$ cat src/rtl/uart_pkg.sv
// uart_pkg: shared UART sequencer constants, state encoding and the default message text.
package uart_pkg;
  localparam logic [2:0] IDLE    = 3'd0;
  localparam logic [2:0] LOAD    = 3'd1;
  localparam logic [2:0] WRITE   = 3'd2;
  localparam logic [2:0] WAIT_LO = 3'd3;
  localparam logic [2:0] WAIT_HI = 3'd4;
  localparam logic [2:0] DONE    = 3'd5;
  localparam logic [7:0] CR = 8'h0D;
  localparam logic [7:0] LF = 8'h0A;
  localparam int MSG_CHARS = 16;
  localparam logic [8*MSG_CHARS-1:0] MSG_TEXT = {"HELLO UART 460", CR, LF};
  // First character sits in the most significant byte; out-of-range entries read as space.
  function automatic logic [7:0] msg_char(input int i);
    return (i >= 0 && i < MSG_CHARS) ? MSG_TEXT[8*(MSG_CHARS-1-i) +: 8] : 8'h20;
  endfunction
endpackage

$ cat src/rtl/msg_rom.sv
// msg_rom: synchronous-read message ROM built from the package text.
module msg_rom
  import uart_pkg::*;
#(
  parameter int MSG_LEN = 16,
  parameter int DATA_W  = 8,
  parameter int IDX_W   = 4
) (
  input  logic              clk,
  input  logic [IDX_W-1:0]  addr,
  output logic [DATA_W-1:0] data
);
  logic [DATA_W-1:0] rom [MSG_LEN];
  for (genvar i = 0; i < MSG_LEN; i++) begin : g_rom
    assign rom[i] = DATA_W'(msg_char(i));
  end
  always_ff @(posedge clk) data <= rom[addr];
endmodule

$ cat src/rtl/tx_msg_sequencer.sv
// tx_msg_sequencer: streams the ROM message into the UART transmit engine once per start pulse.
module tx_msg_sequencer
  import uart_pkg::*;
#(
  parameter int MSG_LEN = 16,
  parameter int DATA_W  = 8,
  parameter int IDX_W   = 4
) (
  input  logic              clk,
  input  logic              rst,
  input  logic              start,
  input  logic              tx_rdy,
  output logic              tx_wr,
  output logic [DATA_W-1:0] tx_data,
  output logic              busy,
  output logic              done
);
  localparam logic [IDX_W-1:0] LAST = IDX_W'(MSG_LEN - 1);
  logic [2:0]        state, state_d;
  logic [IDX_W-1:0]  idx, idx_d;
  logic [DATA_W-1:0] rom_q;
  always_comb begin
    state_d = state;
    idx_d   = idx;
    case (state)
      IDLE: begin
        idx_d   = '0;
        state_d = start ? LOAD : IDLE;
      end
      LOAD:    state_d = WRITE;
      WRITE:   state_d = tx_rdy ? WAIT_LO : WRITE;
      WAIT_LO: state_d = tx_rdy ? WAIT_LO : WAIT_HI;
      WAIT_HI: begin
        state_d = !tx_rdy ? WAIT_HI : (idx == LAST) ? DONE : LOAD;
        idx_d   = (tx_rdy && idx != LAST) ? idx + 1'b1 : idx;
      end
      DONE:    state_d = IDLE;
      default: state_d = IDLE;
    endcase
  end
  // ROM is addressed with the next index so its registered output matches idx during LOAD.
  msg_rom #(.MSG_LEN(MSG_LEN), .DATA_W(DATA_W), .IDX_W(IDX_W)) u_rom (
    .clk  (clk),
    .addr (idx_d),
    .data (rom_q)
  );
  always_ff @(posedge clk or negedge rst) begin
    if (!rst) begin
      state   <= IDLE;
      idx     <= '0;
      tx_wr   <= 1'b0;
      tx_data <= '0;
      busy    <= 1'b0;
      done    <= 1'b0;
    end else begin
      state   <= state_d;
      idx     <= idx_d;
      tx_wr   <= state == WRITE && tx_rdy;
      tx_data <= state == LOAD ? rom_q : tx_data;
      busy    <= state_d != IDLE;
      done    <= state_d == DONE;
    end
  end
endmodule

$ cat config.mk
export PLATFORM = sky130hd
export DESIGN_NAME = tx_msg_sequencer
export DESIGN_NICKNAME = d
export VERILOG_FILES = /design/src/rtl/uart_pkg.sv /design/src/rtl/msg_rom.sv /design/src/rtl/tx_msg_sequencer.sv
export SDC_FILE = /design/constraint.sdc
export NUM_CORES = 1
export LEC_CHECK = 0
export CORE_ASPECT_RATIO = 1.4
export CORE_MARGIN = 2
export CORE_UTILIZATION = 45
export CTS_CLUSTER_SIZE = 24
export DETAILED_ROUTE_END_ITERATION = 10
export GPL_ROUTABILITY_DRIVEN = 0
export HOLD_SLACK_MARGIN = 0.08
export PLACE_DENSITY = 0.73
export SLEW_MARGIN = 30
export SYNTH_ARGS = -nofsm -noshare
export SYNTH_HDL_FRONTEND = slang
export SYNTH_HIERARCHICAL = 1
export SYNTH_SLANG_ARGS = --single-unit
$ cat constraint.sdc
create_clock -name clk -period 5.7 [get_ports clk]
set_input_delay 0.855 -clock clk [delete_from_list [all_inputs] [get_ports clk]]
set_output_delay 0.855 -clock clk [all_outputs]
set_load 0.02 [all_outputs]
==> out/metrics.csv, run 1 <==
metric,value,unit
status,completed,
Met3 Wirelength,55,µm
drt via density,5.34,
Crit path max-delay family,buffers and inverters,
Die W,48.6,µm
drt total wl,2020,µm
Final ANT Viol Nets,0,
sequential share of the synthesized area,0.471,
reg2reg setup slack,3280,ps
Post-Syn Instances,110,
CTS Sinks,25,
post-CTS setup buffer count,0,
final worst path period need,2770,ps
"Max stage delay cell, worst path",clkdlybuf4s50_1,
yosys warns,6,
Pwr Density,335,nW/µm²
worst min path class,reg2reg,
worst-skew pair later-pin latency,310,ps
Clock Tree Root,clkbuf_4,
Synth async-reset ratio,0.720,
DP Wirelength,1470,µm
CP bufs+invs,2,
total congestion overflow,0,
Worst Clk Skew,3.39,ps
type of origin of the critical path,input port,
Post-synth top flop,dfrtp_1,
headroom to the max-slew limit,0.483,
Mean Syn Cell Area,11.4,µm²
clk slew on worst S/H paths,120,ps
Max-cap violations,0,
violation count after the first detailed-route iteration,19,
vias in the first global route,801,
Longest Clk Path Bufs,2,
CTS resizes,0,
final-report hold violation count,0,
CTS buffer count,3,
routed length per instance,12.8,µm
Post-Layout Inst Area,1430,µm²
initial antenna violation count,0,
leakage power,0.571,nW
worst-margin pin slew,773,ps
Worst Setup End Kind,flop,
nets@finish,136,
"slowest stage delay, CP",570,ps
Max VDD drop,0.130,mV
"Cell Area, Placed",1390,µm²
layout cell share with drive strength beyond 1,0.180,
Setup Viol. Count Final,0,
crit path DAT,2950,ps
synthesized area,1250,µm²
"Distinct cells, synth",39,
vias,843,
syn_nets,123,
post-route setup TNS,0,ps
wl on met1,885,µm
Overall Global Routing Usage,0.144,
drt pass-1 iters,4,
most frequent cells in the layout,"dfrtp_1 (18), clkdlybuf4s50_1 (14), mux2_2 (9), ha_1 (9), nor2_1 (8)",
CTS tree,done,
flip-flop and latch count after synthesis,25,
largest net degree at the start of global routing,19,
Core Area,2640,µm²
metal2 WL,1030,µm
Min Hold Slack,476,ps
Worst Setup Path Type,in2reg,
DRC,0,
fmax,0.361,GHz
first-pass GRT wire length,3580,µm
Port-buffer cells,14,
"Max FO, Critical Path",12,
CTS hold repair buffers,0,
initial core utilization,0.475,
n_diodes,0,
"most common cell after layout, fill and taps aside",dfrtp_1,
Layout Area Growth over Synthesis,13.7,%
highest routed layer,met4,
critical path required time,5880,ps
critical path cell sequence,"clkdlybuf4s50_1, nand4b_1, a21oi_1, nor2_1, inv_1, ha_1, nand2_1, o21ai_0",
RSZ-0062 raised after global routing,false,
Final period util,0.486,
Post-synth EDFFs,0,
I/O Pins,15,
fill cell count,246,
Die Area,3230,µm²
max-slew violations,0,
CTS H-tree depth,1,
Rows,22,
Die H,66.5,µm
registers in the layout, summed over array words and instances (netlist names):
signal and cells:
idx 4, u_rom/data 7, done 1, state 3, tx_wr 1, tx_data 8
busy 1
stage by stage:
stage | instances | utilization | setup WS (ps) | total power, mW
after global placement | 154 | 0.527 | 2590 | 0.400
after floorplan | 110 | - | 3390 | 0.351
after global routing | 158 | 0.540 | 2740 | 0.511
final | 158 | 0.540 | 2930 | 0.477
after CTS | 158 | 0.537 | 2880 | 0.482
after detailed placement | 154 | 0.527 | 2540 | 0.406
cell usage after synthesis (2+ instances only):
library cell / count / area share
dfrtp_1: 18 / 0.36
ha_1: 9 / 0.090
mux2_2: 9 / 0.081
nor2_1: 8 / 0.024
dfxtp_1: 7 / 0.11
nand2_1: 6 / 0.018
a21oi_1: 4 / 0.016
and2_1: 4 / 0.020
inv_1: 3 / 0.0090
nand2b_1: 3 / 0.015
o21ai_0: 3 / 0.012
a221o_1: 2 / 0.016
a31oi_1: 2 / 0.010
buf_2: 2 / 0.0080
buf_4: 2 / 0.012
buf_6: 2 / 0.018
nor3_1: 2 / 0.0080
nor3b_1: 2 / 0.012
or2b_1: 2 / 0.012
path summary, 6_finish.rpt:
path / startpoint / end / cells past startpoint
setup / recovery: tx_rdy / u_rom/data[5]$_DFF_P_ / 8
hold / removal: u_rom/data[5]$_DFF_P_ / tx_data[5]$_DFFE_PN0P_ / 1
setup reg to reg: state[1]$_DFF_PN0_ / u_rom/data[5]$_DFF_P_ / 7
hold reg to reg: u_rom/data[5]$_DFF_P_ / tx_data[5]$_DFFE_PN0P_ / 1
max in group asynchronous: rst / tx_data[6]$_DFFE_PN0P_ / 1
min in group asynchronous: rst / busy$_DFF_PN0_ / 1
area by class of cell:
cell class | count | area [µm²] | area share
timing repair buffer | 14 | 140 | 0.0982
multi-input combinational | 76 | 612 | 0.429
clock buffer | 3 | 22.5 | 0.0158
tap | 36 | 45.0 | 0.0316
clock inverter | 1 | 5.00 | 0.00351
inverter | 3 | 11.3 | 0.00789
sequential | 25 | 591 | 0.414
worst register-to-register path: stages, from the launching register on:
cell     delay (ps)
dfrtp_1         490
nor2_1          400
a31oi_1         150
nor2_1          530
inv_1           240
ha_1            340
nand2_1          70
o21ai_0          80
metal layers:
metal,vias up,track usage
met3,5,0.0224
met1,415,0.166
met5,-,0
li1,409,-
met4,0,0.0857
met2,14,0.250
cells by family (layout without fill, tap and decap cells):
logic type,after synthesis,after routing,share of synthesized area
simple gates,39,39,0.196
flops,25,25,0.471
compound gates,17,17,0.105
mux,10,10,0.0887
fa+ha+maj,9,9,0.0897
buf+inv,9,21,0.0469
other cells,1,1,0.00299
power by group:
group / total, mW / switching (mW) / internal, mW
Combinational: 0.163 / 0.0800 / 0.0827
Clock: 0.0756 / 0.0493 / 0.0262
Sequential: 0.239 / 0.0285 / 0.211
Power figures use the tool's default switching activity.
==> run 2, diff against run 1 <==
==> constraint.sdc (replaced) <==
create_clock -name clk -period 2.9 [get_ports clk]
set_input_delay 0.435 -clock clk [delete_from_list [all_inputs] [get_ports clk]]
set_output_delay 0.435 -clock clk [all_outputs]
set_load 0.02 [all_outputs]
==> run 2 against run 1 <==
Net effect:
- clock power rose by 92%
- die area did not move
- global-route usage rose by 0.16 points
- register-to-register slack got worse by 2700 ps
- sequential power rose by 97%
- first-iteration DRC count fell by 5.3%
- largest power group unchanged
- highest routed layer unchanged
==> out/metrics.csv, run 2 (synthesis results as in run 1) <==
metric,value,unit
DP Wirelength,1510,µm
CTS resizes,0,
Largest register FFs,8,
Core Area,2640,µm²
initial antenna violation count,0,
n_diodes,0,
Die Area,3230,µm²
Final period util,0.801,
combinational fraction of design power,0.341,
Die H,66.5,µm
Seq pwr share,0.504,
final worst path period need,2320,ps
most frequent cells in the layout,"dfrtp_1 (18), clkdlybuf4s50_1 (14), mux2_2 (9), ha_1 (9), nor2_1 (8)",
Overall Global Routing Usage,0.145,
post-route setup TNS,0,ps
fmax,0.430,GHz
CTS hold repair buffers,0,
Rows,22,
type of origin of the critical path,flop,
post-CTS setup buffer count,0,
CTS Sinks,25,
Worst Setup Path Type,reg2reg,
"Max FO, Critical Path",6,
cell mode on critical path,ha_1,
max-slew violations,0,
worst min path class,reg2reg,
drt pass-1 iters,4,
Min Hold Slack,475,ps
Worst Setup End Kind,flop,
headroom to the max-slew limit,0.472,
CTS tree,done,
largest net degree at the start of global routing,19,
drt via density,5.26,
worst-skew pair later-pin latency,300,ps
switch share,0.325,
clk slew on worst S/H paths,120,ps
I/O Pins,15,
final-report hold violation count,0,
Crit. Startpoint,idx[0]$_DFF_PN0_,
critical hold path startpoint,u_rom/data[4]$_DFF_P_,
sw power,0.304,mW
Clk pwr share,0.155,
crit path DAT,2530,ps
"Max stage delay cell, worst path",dfrtp_1,
worst-margin pin slew,789,ps
critical path required time,3100,ps
layout cell share with drive strength beyond 1,0.177,
CTS buffer count,3,
Internal Dissipation,0.631,mW
"most common cell after layout, fill and taps aside",dfrtp_1,
Layout Cells excl Fill,160,
Max-cap violations,0,
Longest Clk Path Bufs,2,
Largest Register,tx_data,
Top Registers,"tx_data: 8 flops, u_rom/data: 7 flops, idx: 4 flops",
"Cell Area, Placed",1410,µm²
status,completed,
Setup Viol. Count Final,0,
reg2reg setup slack,580,ps
critical path cell sequence,"ha_1, nand3_1, and2_1, a221o_1, inv_1, ha_1, nor2_1, o31a_1",
Tot Pwr,0.935,mW
Layout Area Growth over Synthesis,14.3,%
Final ANT Viol Nets,0,
first-pass GRT wire length,3570,µm
leakage power,0.577,nW
"slowest stage delay, CP",440,ps
nets@finish,138,
placed instance count,156,
Die W,48.6,µm
Worst Clk Skew,1.42,ps
DRC,0,
routed length per instance,12.7,µm
initial core utilization,0.475,
violation count after the first detailed-route iteration,18,
total congestion overflow,0,
Post-Layout Inst Area,1430,µm²
CTS H-tree depth,1,
Max VDD drop,0.268,mV
vias,842,
Reg-to-Reg Start,idx[0]$_DFF_PN0_,
Pwr Density,652,nW/µm²
RSZ-0062 raised after global routing,false,
Clock Tree Root,clkbuf_4,
drt total wl,2020,µm
vias in the first global route,812,
Port-buffer cells,14,
-- run 2: worst max-delay path, delay by kind of cell, from the launching register on --
| family | cells | cell delay [ps] |
|---|---|---|
| AOI/OAI and AO/OA | 2 | 700 |
| and+or+nand+nor | 3 | 420 |
| DFF | 1 | 440 |
| adders and majority gates | 2 | 480 |
| buffers and inverters | 1 | 180 |
-- run 2: cell type report --
class,instances,area [µm²]
well taps,36,45.0
fillers,251,1210
clock buffers,4,26.3
inverters,3,11.3
multi-input cells,76,606
flip-flops and latches,25,591
repair buffers,16,155
-- run 2: worst paths after layout --
path | endpoint | cells past startpoint
setup reg to reg | u_rom/data[3]$_DFF_P_ | 8
max in group asynchronous | tx_data[5]$_DFFE_PN0P_ | 1
min in group asynchronous | state[0]$_DFF_PN0_ | 1
setup / recovery | u_rom/data[3]$_DFF_P_ | 8
hold reg to reg | tx_data[4]$_DFFE_PN0P_ | 1
hold / removal | tx_data[4]$_DFFE_PN0P_ | 1
-- run 2: stage by stage --
stage / util / setup WS, ps
2_1_floorplan: - / 879
3_3_place_gp: 0.533 / 359
3_5_place_dp: 0.533 / 325
4_1_cts: 0.543 / 599
5_1_grt: 0.543 / 419
6_report: 0.543 / 577
-- run 2: power by group through the flow --
stage          clock [mW]  combinational, mW  sequential [mW]
2_1_floorplan           0              0.182            0.508
3_3_place_gp            0              0.313            0.474
3_5_place_dp            0              0.321            0.479
4_1_cts             0.151              0.321            0.471
5_1_grt             0.167              0.345            0.483
6_report            0.145              0.319            0.471
-- run 2: layer usage --
layer | wire [µm] | track usage | share of wire
met4 | 24 | 0.0821 | 0.012
met3 | 61 | 0.0247 | 0.030
met5 | 0 | 0 | 0
met1 | 874 | 0.168 | 0.43
met2 | 1060 | 0.253 | 0.53
